==> src/rtl/mc_data_capture_if.sv <==
// rtl/mc_data_capture_if.sv - captured-word stream between mc_data_capture and its consumer
interface mc_data_capture_if #(
  parameter int WIDTH = 32
);
  logic [WIDTH-1:0] out_data;
  logic             out_valid;
  logic             out_ready;

  modport master (output out_data, output out_valid, input out_ready);
  modport slave  (input out_data, input out_valid, output out_ready);
endinterface

==> src/rtl/mc_data_capture.sv <==
// rtl/mc_data_capture.sv - phase-tracked capture of a divided-clock word into a 2-entry stream buffer
// Optional hold-window check of data_in: MC_CAPTURE_STABILITY_CHECK_EN
module mc_data_capture #(
  parameter int WIDTH         = 32,
  parameter int RATIO         = 2,
  parameter int CAPTURE_PHASE = 1
) (
  input  logic               pll_clock,
  input  logic               reset_n,
  input  logic               align,
  input  logic               capture_en,
  input  logic [WIDTH-1:0]   data_in,
  input  logic               clear,
  output logic               overflow,
  output logic               unstable,
  mc_data_capture_if.master  out_if
);
  localparam int            PW         = $clog2(RATIO);
  localparam logic [PW-1:0] LAST_PHASE = PW'(RATIO - 1);
  localparam logic [PW-1:0] CAP_PHASE  = PW'(CAPTURE_PHASE);

  logic [PW-1:0]    phase;
  logic             capture;
  logic             pop;
  logic             drop;
  logic             push_ok;
  logic [WIDTH-1:0] mem [2];
  logic             head;
  logic             tail;
  logic [1:0]       count;
  logic [WIDTH-1:0] last_data;

  always_ff @(posedge pll_clock or negedge reset_n) begin
    if (!reset_n) begin
      phase <= '0;
    end else if (align || phase == LAST_PHASE) begin
      phase <= '0;
    end else begin
      phase <= phase + PW'(1);
    end
  end

  assign capture = capture_en && (phase == CAP_PHASE);
  assign pop     = out_if.out_valid && out_if.out_ready;
  // A full buffer still accepts the word when the head leaves on the same edge.
  assign drop    = capture && (count == 2'd2) && !pop;
  assign push_ok = capture && !drop;

  always_ff @(posedge pll_clock or negedge reset_n) begin
    if (!reset_n) begin
      mem[0]    <= '0;
      mem[1]    <= '0;
      head      <= 1'b0;
      tail      <= 1'b0;
      count     <= 2'd0;
      last_data <= '0;
    end else begin
      if (push_ok) begin
        mem[tail] <= data_in;
        tail      <= ~tail;
      end
      if (pop) begin
        last_data <= mem[head];
        head      <= ~head;
      end
      case ({push_ok, pop})
        2'b10:   count <= count + 2'd1;
        2'b01:   count <= count - 2'd1;
        default: count <= count;
      endcase
    end
  end

  assign out_if.out_valid = (count != 2'd0);
  assign out_if.out_data  = out_if.out_valid ? mem[head] : last_data;

  always_ff @(posedge pll_clock or negedge reset_n) begin
    if (!reset_n) begin
      overflow <= 1'b0;
    end else if (drop) begin
      overflow <= 1'b1;
    end else if (clear) begin
      overflow <= 1'b0;
    end
  end

`ifdef MC_CAPTURE_STABILITY_CHECK_EN
  localparam logic [PW-1:0] SHADOW_PHASE = PW'((CAPTURE_PHASE + RATIO - 1) % RATIO);

  logic [WIDTH-1:0] shadow;
  logic             unstable_set;

  // Shadow holds the word one phase before capture; any change by the capture edge is a hold violation.
  always_ff @(posedge pll_clock or negedge reset_n) begin
    if (!reset_n) begin
      shadow <= '0;
    end else if (phase == SHADOW_PHASE) begin
      shadow <= data_in;
    end
  end

  assign unstable_set = capture && (data_in != shadow);

  always_ff @(posedge pll_clock or negedge reset_n) begin
    if (!reset_n) begin
      unstable <= 1'b0;
    end else if (unstable_set) begin
      unstable <= 1'b1;
    end else if (clear) begin
      unstable <= 1'b0;
    end
  end
`else
  assign unstable = 1'b0;
`endif

endmodule
==> src/flat_wrapper.sv <==
// flat-port wrapper written by rule: the top's interface ports become plain ports
module mc_data_capture_flat 
#(
  parameter int WIDTH         = 32,
  parameter int RATIO         = 2,
  parameter int CAPTURE_PHASE = 1
)
  (pll_clock, reset_n, align, capture_en, data_in, clear, overflow, unstable, out_if_out_data, out_if_out_valid, out_if_out_ready);
  mc_data_capture_if #(.WIDTH(WIDTH)) out_if_i ();
  input  logic pll_clock;
  input  logic reset_n;
  input  logic align;
  input  logic capture_en;
  input  logic [WIDTH-1:0] data_in;
  input  logic clear;
  output logic overflow;
  output logic unstable;
  output wire logic [$bits(out_if_i.out_data)-1:0] out_if_out_data;
  output wire logic [$bits(out_if_i.out_valid)-1:0] out_if_out_valid;
  input wire logic [$bits(out_if_i.out_ready)-1:0] out_if_out_ready;
  assign out_if_out_data = out_if_i.out_data;
  assign out_if_out_valid = out_if_i.out_valid;
  assign out_if_i.out_ready = out_if_out_ready;
  mc_data_capture #(.WIDTH(WIDTH), .RATIO(RATIO), .CAPTURE_PHASE(CAPTURE_PHASE)) u_core (.pll_clock(pll_clock), .reset_n(reset_n), .align(align), .capture_en(capture_en), .data_in(data_in), .clear(clear), .overflow(overflow), .unstable(unstable), .out_if(out_if_i));
endmodule
==> config.mk <==
export PLATFORM = sky130hd
export DESIGN_NAME = mc_data_capture_flat
export DESIGN_NICKNAME = d
export VERILOG_FILES = /design/src/rtl/mc_data_capture_if.sv /design/src/rtl/mc_data_capture.sv /design/src/flat_wrapper.sv
export SDC_FILE = /design/constraint.sdc
export NUM_CORES = 1
export LEC_CHECK = 0
export ABC_CLOCK_PERIOD_IN_PS = 1600
export CORE_MARGIN = 3
export CORE_UTILIZATION = 40
export CTS_BUF_LIST = sky130_fd_sc_hd__clkbuf_4 sky130_fd_sc_hd__clkbuf_8 sky130_fd_sc_hd__clkbuf_16
export CTS_CLUSTER_SIZE = 12
export DETAILED_ROUTE_END_ITERATION = 12
export PLACE_DENSITY_LB_ADDON = 0.05
export REMOVE_ABC_BUFFERS = 1
export SLEW_MARGIN = 10
export SYNTH_ARGS = -nofsm -noshare
export SYNTH_HDL_FRONTEND = slang
export SYNTH_SLANG_ARGS = --single-unit
==> constraint.sdc <==
create_clock -name pll_clock -period 1.6 [get_ports pll_clock]
set_clock_uncertainty 0.05 [all_clocks]
set_input_delay 0.16 -clock pll_clock [delete_from_list [all_inputs] [get_ports pll_clock]]
set_output_delay 0.16 -clock pll_clock [all_outputs]
set_load 0.02 [all_outputs]
Word level (Yosys, flattened, before mapping)
Index checks and enable logic that the tools add are counted.
{ "word_totals": {"register_bits": 102, "latchBits": 0, "mem_bits_rw": 0, "rom_bits": 0, "input_bits": 38, "out_inout_bits": 35, "mem_count": 0} }
{ "op_classes": {"add_sub_neg": 3, "mul": 0, "div": 0, "magnitude_cmp": 3, "n_eq_ne": 3, "shifts": 0, "muxes": 11, "n_bitwise": 4, "reduce_logical": 12} }
{ "op_table": {"columns": ["cell", "count"], "rows": [
  ["2-to-1 mux 32 bit", 5],
  ["bitwise mux 64 bit", 1],
  ["demux 32 bit (select 1 bit)", 1],
  ["logical AND 1 bit", 6],
  ["nonzero test 2 bit", 3],
  ["equality test 2 bit (second input constant)", 2],
  ["greater-or-equal comparator 2 bit (second input constant)", 2],
  ["NOT 1 -> 2 bit", 2],
  ["one-hot mux 2 bit (2 select lines)", 1],
  ["2-to-1 mux 1 bit", 3],
  ["adder 2 x 1 -> 2 bit (second input constant)", 1],
  ["equality test 2 x 1 -> 1 bit (second input constant)", 1],
  ["zero test 1 bit", 2],
  ["< comparator 2 x 1 -> 1 bit (second input constant)", 1],
  ["NOT 1 bit", 2],
  ["subtractor 2 x 1 -> 2 bit (second input constant)", 1],
  ["adder 1 bit (second input constant)", 1],
  ["logical OR 1 bit", 1]
]} }

Longest topological paths before layout
Gate-level depths: netlist (run 1).
{ "logic_depth": {"ltp_word": 8, "mapped_depth": 7, "depth_no_buf": 6} }

Worst setup path after synthesis (run 1)
No wires, ideal clock.
{ "synth_timing": {"path_type": "flip-flop to output port", "start": "register u_core.count[0]", "end": "output out_if_out_data[22]", "arrival_time_ns": 1.569, "t_required_ns": 1.390, "path_slack_ns": -0.179, "stages_incl_launch_ff": 5, "path_buffers": 2, "path_cell_list": "dfrtp_1 -> or2_2 -> buf_2 -> buf_1 -> a21oi_1"} }
{ "synth_between": {"elab_chain_cells": 2} }
{ "synth_lines": {"columns": ["element", "line_no", "text"], "rows": [
  ["from (decl)", "mc_data_capture.sv:30", "logic [1:0] count;"],
  ["from (signal assigned)", "mc_data_capture.sv:67", "2'b10: count <= count + 2'd1;"],
  ["from (signal assigned)", "mc_data_capture.sv:68", "2'b01: count <= count - 2'd1;"],
  ["from (signal assigned)", "mc_data_capture.sv:69", "default: count <= count;"],
  ["nonzero test 2 bit", "mc_data_capture.sv:74", "assign out_if.out_valid = (count != 2'd0);"],
  ["net out_if_out_valid", "flat_wrapper.sv:19", "output wire logic [$bits(out_if_i.out_valid)-1:0] out_if_out_valid;"],
  ["2-to-1 mux 32 bit", "mc_data_capture.sv:75", "assign out_if.out_data = out_if.out_valid ? mem[head] : last_data;"],
  ["to (decl)", "flat_wrapper.sv:18", "output wire logic [$bits(out_if_i.out_data)-1:0] out_if_out_data;"]
]} }
The timed path passes the listed nets, and every way through them passes these cells.

Final worst setup path (run 1)
{ "layout_timing": {"start": "register u_core.head", "end": "output out_if_out_data[15]"} }
{ "layout_between": {"elab_chain_cells": 5} }
{ "layout_lines": {"columns": ["element", "line_no", "text"], "rows": [
  ["from (decl)", "mc_data_capture.sv:28", "logic head;"],
  ["from (signal assigned)", "mc_data_capture.sv:64", "head <= ~head;"],
  ["NOT 1 -> 2 bit (not written as such)", "mc_data_capture.sv:75", null],
  ["2-to-1 mux 32 bit (not written as such) (3 in a row)", "mc_data_capture.sv:75", null],
  ["2-to-1 mux 32 bit", "mc_data_capture.sv:75", null]
]} }
Every way passes these cells. The select of a mux whose other input is x is not followed.

==> metrics.md, run 1 <==
| Metric | Value |
|---|---|
| Gate Count Post-Synth | 371 |
| Hold Path Class | primary input to asynchronous set/reset pin |
| Yosys reg bits | around 100 |
| Root buffer cell | clkbuf_16 |
| FF-to-FF End | u_core.mem[31]$_DFFE_PN0P_ |
| Failing checks | negative setup slack |
| Die H | 112 um |
| Final setup viols | 99 |
| Worst Reg-to-Reg Cells | 6 |
| Drt pass-1 iters | 4 |
| Run status | finished with violations |
| Area grow syn2layout | 38.0% |
| Vias in the first global route | about 3200 |
| Area fraction of the dominant cell type after synthesis | 56.7% |
| H-Tree Depth | 3 |
| Netlist cell types | 25 |
| Core box area | 10900 um2 |
| Minimum clock period | 1.77 ns |
| FFs w/ async S/R, synth | 100% |
| Gr usage total | roughly 17% |
| Max Cap Viol | 0 |
| Setup TNS | -12.81 ns |
| Worst vdd ir | ~1200 uV |
| Buffers added on ports | 71 |
| CP Capture Type | output port |
| Detail Route Antenna Nets | 0 |
| WL per Instance | between 15 and 20 um |
| Synth area leader | dfrtp_1 |
| CTS clk-pin slew, worst paths | 0.06 ns |
| Seq/Total Area, Yosys | 56.7% |
| Gpl congestion | 0.695 |
| Placed insts | 578 |
| Max Fanout on Critical Path | 3 |
| Ranking of synthesized cells by area | dfrtp_1, mux2_2, mux2i_1 |
| Final non-filler cell total | 608 |
| Period utilization | 111% |
| Most common cell in the netlist | dfrtp_1 |
| Worst EP arrival | around 1.6 ns |
| FP Rows | 38 |
| Share of cells above drive strength 1 | 42.9% |
| Global-route wire length before repair | 16.5 mm |
| Total clock sinks | between 100 and 150 |
| Post-Synthesis Cell Area | about 4500 um2 |
| Cell area after layout | 6210 um2 |
| Diodes inserted | 0 |
| Clk buf depth | 2 |
| Ys Warns | 0 |
| Commonest cells post-synth | dfrtp_1, mux2_2, nor2_1 |
| Starting DRT DRC Count | 96 |
| PnR worst setup slack | -0.175 ns |
| RSZ-0062 raised after global routing | true |
| Register-to-register setup slack | -0.17 ns |
| Initial Utilization | around two fifths |
| IO Pins | 73 |
| Max Slew Vio Count | 0 |
| Die X | 112 um |
| Drt via density | between 4 and 5 |
| Initial antenna violation count | 0 |
| CTS tree | built |
| Fill count | 934 |
| Gr ovfl total | 0 |
| PwrDens | 2290 nW/um2 |
| Post-detail-place hpwl | 6.17 mm |
| Largest net degree at the start of global routing | 40 |
| Vias | 3005 |
| Crit path kind | register to output port |
| Final net count | about 500 |
| CP startpoint kind | register |
| Final wirelength | ~10 mm |
| Clk_lat worst skew | 0.34 ns |
| Residual DRC count | 0 |
| Hold Fails Final Rpt | 0 |
| Top_reg_cell synth | dfrtp_1 |
| Worst path required time | around 1.4 ns |
| Placed cell areas | 5510 um2 |
| RR Startpoint | u_core.count[1]$_DFFE_PN0P_ |
| Avg Cell Area, Syn | 12.1 um2 |
| Min Hold Slack | 0.246 ns |
| Static leakage | 2.72 nW |
| Die area | ~13000 um2 |
| Number of synthesized flops with an enable pin | 0 |
| Maximum clock rate | 563 MHz |
| Inserted Clock Buffers | 9 |
==> layer usage <==
layer / GRT usage [%] / up-vias / share of wire, %
met5: 0 / - / 0
met4: 4.33 / 0 / 1.2
met3: 4.04 / 8 / 4.0
met2: 27.4 / 53 / 47
met1: 22.6 / 1480 / 48
li1: - / 1464 / -
==> per-stage QoR <==
stage	setup slack, ns	utilization (%)	power, W
floorplan	-2.79	-	0.00841
global route	-0.250	56.8	0.0152
finish	-0.175	56.8	0.0142
detailed placement	-0.394	50.4	0.0114
CTS	-0.200	55.5	0.0141
global placement	-0.374	50.4	0.0112
==> where the power goes <==
group / total [W] / switching [W] / internal, W
Combinational: 0.00740 / 0.00368 / 0.00372
Clock: 0.00222 / 0.000912 / 0.00131
Sequential: 0.00459 / 0.000746 / 0.00385
Total: 0.0142 / 0.00534 / 0.00888
==> sequential cells by signal (all words and copies together) (netlist names) <==
name and cells:
u_core.mem 64, u_core.last_data 32, u_core.count 2, u_core.head 1
u_core.overflow 1, u_core.phase 1, u_core.tail 1
==> worst max path at each step <==
stage,slack [ns],cells after the start,start,end
global route,-0.25,5,u_core.head$_DFFE_PN0P_,out_if_out_data[15]
detailed placement,-0.39,4,u_core.count[0]$_DFFE_PN0P_,out_if_out_data[11]
global placement,-0.37,4,u_core.count[0]$_DFFE_PN0P_,out_if_out_data[11]
CTS,-0.20,5,u_core.count[1]$_DFFE_PN0P_,out_if_out_data[1]
floorplan,-2.79,5,u_core.count[0]$_DFFE_PN0P_,u_core.count[1]$_DFFE_PN0P_
finish,-0.17,5,u_core.head$_DFFE_PN0P_,out_if_out_data[15]
==> cell families after synthesis <==
logic type / Yosys count / share of synthesized area, %
flip-flops: 102 / 56.7
multiplexers: 96 / 23.9
AND/OR/NAND/NOR: 73 / 7.09
AO/OA/AOI/OAI: 66 / 7.37
buffers and inverters: 27 / 3.59
XOR/XNOR: 5 / 0.973
adder cells (fa/ha/maj): 1 / 0.278
other: 1 / 0.0833
==> critical path, stage by stage (launching register included) <==
cell and delay [ns]:
dfrtp_2 0.41, buf_4 0.15, buf_4 0.15, mux2i_1 0.25, a21oi_2 0.11, buf_4 0.16
==> cell type report <==
type	count	area (um2)	area share, %
sequential	102	2550	41.1
multi-input combinational	242	1990	32.0
timing repair buffer	106	1180	19.0
clock buffer	13	262	4.21
tap	140	175	2.82
clock inverter	3	43.8	0.705
inverter	2	7.51	0.121
==> what timing repair did <==
action | in CTS | in global routing
endpoints found under the hold margin | 25 | 0
endpoints found under the setup margin | 99 | 99
buffers inserted | 8 | 0
cloned | 4 | 3
pin swaps | 3 | 2
gates resized for setup | 207 | 30
hold buffers | 1 | 0
==> layout by cell type (no fill, tap or decap) <==
| master | netlist | final |
|---|---|---|
| buf_12 | 0 | 12 |
| or3b_4 | 0 | 1 |
| buf_6 | 6 | 3 |
| clkbuf_4 | 0 | 3 |
| buf_2 | 9 | 3 |
| mux2i_2 | 0 | 12 |
| clkinv_4 | 0 | 1 |
| nor3_4 | 1 | 1 |
| xor2_1 | 1 | 1 |
| mux2i_1 | 32 | 18 |
| ha_1 | 1 | 1 |
| a21oi_1 | 32 | 18 |
| inv_1 | 2 | 2 |
| xnor2_1 | 4 | 4 |
| o21ai_4 | 0 | 1 |
| nor3b_4 | 1 | 2 |
| dlygate4sd3_1 | 0 | 1 |
| clkbuf_8 | 0 | 1 |
| clkdlybuf4s50_1 | 0 | 37 |
| dfrtp_1 | 102 | 101 |
| bufinv_16 | 0 | 1 |
| mux2_4 | 9 | 12 |
| or2_4 | 0 | 1 |
| a21oi_2 | 0 | 14 |
| o21ai_0 | 33 | 32 |
| nand3_2 | 0 | 1 |
| mux2_2 | 55 | 52 |
| dfrtp_2 | 0 | 1 |
| buf_16 | 0 | 3 |
| nor2_2 | 0 | 17 |
| nand2_1 | 33 | 33 |
| clkinv_2 | 0 | 1 |
| buf_8 | 0 | 3 |
| clkbuf_16 | 0 | 12 |
| nor2_1 | 34 | 17 |
| o22ai_1 | 1 | 1 |
| mux2i_4 | 0 | 2 |
| buf_4 | 1 | 41 |
| conb_1 | 1 | 1 |
Note: power is estimated with default switching activity, not from simulation.
==> inputs of run 2 (changes only) <==
--- a/config.mk
+++ b/config.mk
@@ -7,8 +7,8 @@
 export LEC_CHECK = 0
 export ABC_CLOCK_PERIOD_IN_PS = 1600
 export CORE_MARGIN = 3
-export CORE_UTILIZATION = 40
-export CTS_BUF_LIST = sky130_fd_sc_hd__clkbuf_4 sky130_fd_sc_hd__clkbuf_8 sky130_fd_sc_hd__clkbuf_16
+export CORE_UTILIZATION = 50
+export CTS_BUF_LIST = sky130_fd_sc_hd__clkbuf_2 sky130_fd_sc_hd__clkbuf_4 sky130_fd_sc_hd__clkbuf_8
 export CTS_CLUSTER_SIZE = 12
 export DETAILED_ROUTE_END_ITERATION = 12
 export PLACE_DENSITY_LB_ADDON = 0.05
==> run 2 against run 1 <==
  * Critical endpoint is now out_if_out_data[5]
  * Sequential share of layout area grew 1.2 points
  * Global-route usage up 3.6 points
  * Via count rose by 3.8%
  * First-iteration DRC count shrank 51%
  * Highest routed layer unchanged
  * Largest power group unchanged
  * The run still ends with negative setup slack left
  * Total power fell by 5.5%
  * Die area decreased by 19%
  * Combinational power down 2%
==> metrics.md, run 2 (synthesis gave the netlist of run 1 again) <==
| Metric | Value |
|---|---|
| Run status | finished with violations |
| Failing checks | negative setup slack |
| Power Total | 0.0134 W |
| Root buffer cell | clkbuf_8 |
| Gr usage total | 20.3% |
| Fill count | approximately 600 |
| Residual DRC count | 0 |
| Registers with the most flip-flops | u_core.mem x64, u_core.last_data x32, u_core.count x2 |
| Placed insts | 541 |
| Worst vdd ir | 1280 uV |
| PnR worst setup slack | -0.220 ns |
| Detail Route Antenna Nets | 0 |
| Drt via density | 5.46 |
| Inserted Clock Buffers | 9 |
| PwrDens | 2220 nW/um2 |
| Final wirelength | 10.1 mm |
| Final net count | 500 |
| Post-detail-place hpwl | 5.88 mm |
| Initial Utilization | 53.2% |
| Most frequent cells in the layout | dfrtp_1, mux2_2, buf_4 |
| Global-route wire length before repair | 16.1 mm |
| Hold Fails Final Rpt | 0 |
| CP startpoint kind | register |
| Die area | 10200 um2 |
| Vias | 3120 |
| Share of cells above drive strength 1 | 41.0% |
| Crit path kind | register to output port |
| Worst path required time | 1.39 ns |
| Worst Reg-to-Reg Cells | 6 |
| Drt pass-1 iters | 4 |
| Core box area | 8460 um2 |
| WL per Instance | 17.6 um |
| CP Capture Type | output port |
| Max Slew Vio Count | 0 |
| CTS tree | built |
| Minimum clock period | 1.82 ns |
| Static leakage | 2.69 nW |
| Max FFs per register | 64 |
| Initial antenna violation count | 0 |
| Area grow syn2layout | 34.2% |
| Gr ovfl total | 0 |
| FP Rows | 33 |
| RSZ-0062 raised after global routing | true |
| Period utilization | 114% |
| Buffers added on ports | 71 |
| Clk_lat worst skew | around 0.36 ns |
| CTS clk-pin slew, worst paths | between 0.1 and 0.15 ns |
| Clk buf depth | 2 |
| H-Tree Depth | 3 |
| Vias in the first global route | 3316 |
| Setup TNS | -12.79 ns |
| Diodes inserted | 0 |
| IO Pins | 73 |
| Die X | 101 um |
| Largest net degree at the start of global routing | 40 |
| Die H | about 100 um |
| Worst EP arrival | 1.61 ns |
| Commonest non-fill, non-tap cell in the layout | dfrtp_1 |
| Max Fanout on Critical Path | 28 |
| Maximum clock rate | 549 MHz |
| FF-to-FF End | u_core.mem[14]$_DFFE_PN0P_ |
| Final non-filler cell total | 571 |
| Hold Path Class | primary input to asynchronous set/reset pin |
| Max Cap Viol | 0 |
| Total clock sinks | 102 |
| Final setup viols | 98 |
| Starting DRT DRC Count | 47 |
| Gpl congestion | 0.779 |
| RR Startpoint | u_core.count[1]$_DFFE_PN0P_ |
| Cell area after layout | a little over 6000 um2 |
| Placed cell areas | 5440 um2 |
| Largest Register | u_core.mem |
| Register-to-register setup slack | -0.18 ns |
-- run 2: cell count changes in the layout (fill, tap and decap cells not counted), sizes merged --
cell           change
bufinv             -1
dlymetal6s2s       +1
clkbuf             -3
inv                +5
buf                -3
clkdlybuf4s50      -1
-- run 2: repair_timing --
item	in CTS	in global routing
endpoints found under the setup margin	99	133
cloned	3	5
buffers inserted	5	1
resized for setup	189	37
pin swaps	6	6
hold buffers	1	0
hold endpoints to repair	28	0
-- run 2: layer usage --
metal,track usage [%],wire length [um],share of wire [%],vias to the layer above
li1,-,-,-,1459
met1,26.0,4310,43,1567
met2,34.0,5150,51,76
met3,4.84,391,3.9,18
met4,6.84,221,2.2,0
met5,0,0,0,-
-- run 2: final cells by class --
| class | count | area (um2) | area share [%] |
|---|---|---|---|
| inverter | 2 | 7.51 | 0.124 |
| timing repair buffer | 104 | 1160 | 19.2 |
| clock inverter | 7 | 73.8 | 1.22 |
| multi-input combinational | 242 | 1990 | 32.9 |
| sequential | 102 | 2550 | 42.3 |
| clock buffer | 9 | 124 | 2.05 |
| tap | 105 | 131 | 2.18 |
-- run 2: worst max-delay path by stage --
stage / endpoint / slack, ns / cells after the start / from
6_report: out_if_out_data[5] / -0.22 / 4 / u_core.count[0]$_DFFE_PN0P_
5_1_grt: out_if_out_data[29] / -0.29 / 5 / u_core.count[0]$_DFFE_PN0P_
4_1_cts: out_if_out_data[17] / -0.22 / 5 / u_core.count[1]$_DFFE_PN0P_
3_5_place_dp: out_if_out_data[17] / -0.34 / 4 / u_core.count[0]$_DFFE_PN0P_
3_3_place_gp: out_if_out_data[17] / -0.32 / 4 / u_core.count[0]$_DFFE_PN0P_
2_1_floorplan: u_core.count[1]$_DFFE_PN0P_ / -2.79 / 5 / u_core.count[0]$_DFFE_PN0P_
-- run 2: report_power, final --
group	internal (W)	switching [W]	leakage [nW]	total (W)
sequential	0.00383	0.000739	1.24	0.00457
combinational	0.00357	0.00369	1.35	0.00726
clock	0.000621	0.000975	0.101	0.00160
total	0.00803	0.00540	2.69	0.0134
-- run 2: critical path, stage by stage, from the launching register on --
cell and delay [ns]:
dfrtp_1 0.41, or2_4 0.31, buf_12 0.18, a21oi_1 0.15
buf_2 0.19
-- run 2: per-stage QoR --
stage / hold slack, ns / utilization [%] / setup WS [ns]
final: 0.220 / 71.3 / -0.220
after floorplan: -0.186 / - / -2.79
after CTS: 0.222 / 68.5 / -0.219
after detailed placement: 0.0819 / 64.3 / -0.337
after global placement: 0.0772 / 64.3 / -0.318
after global routing: 0.240 / 71.3 / -0.287
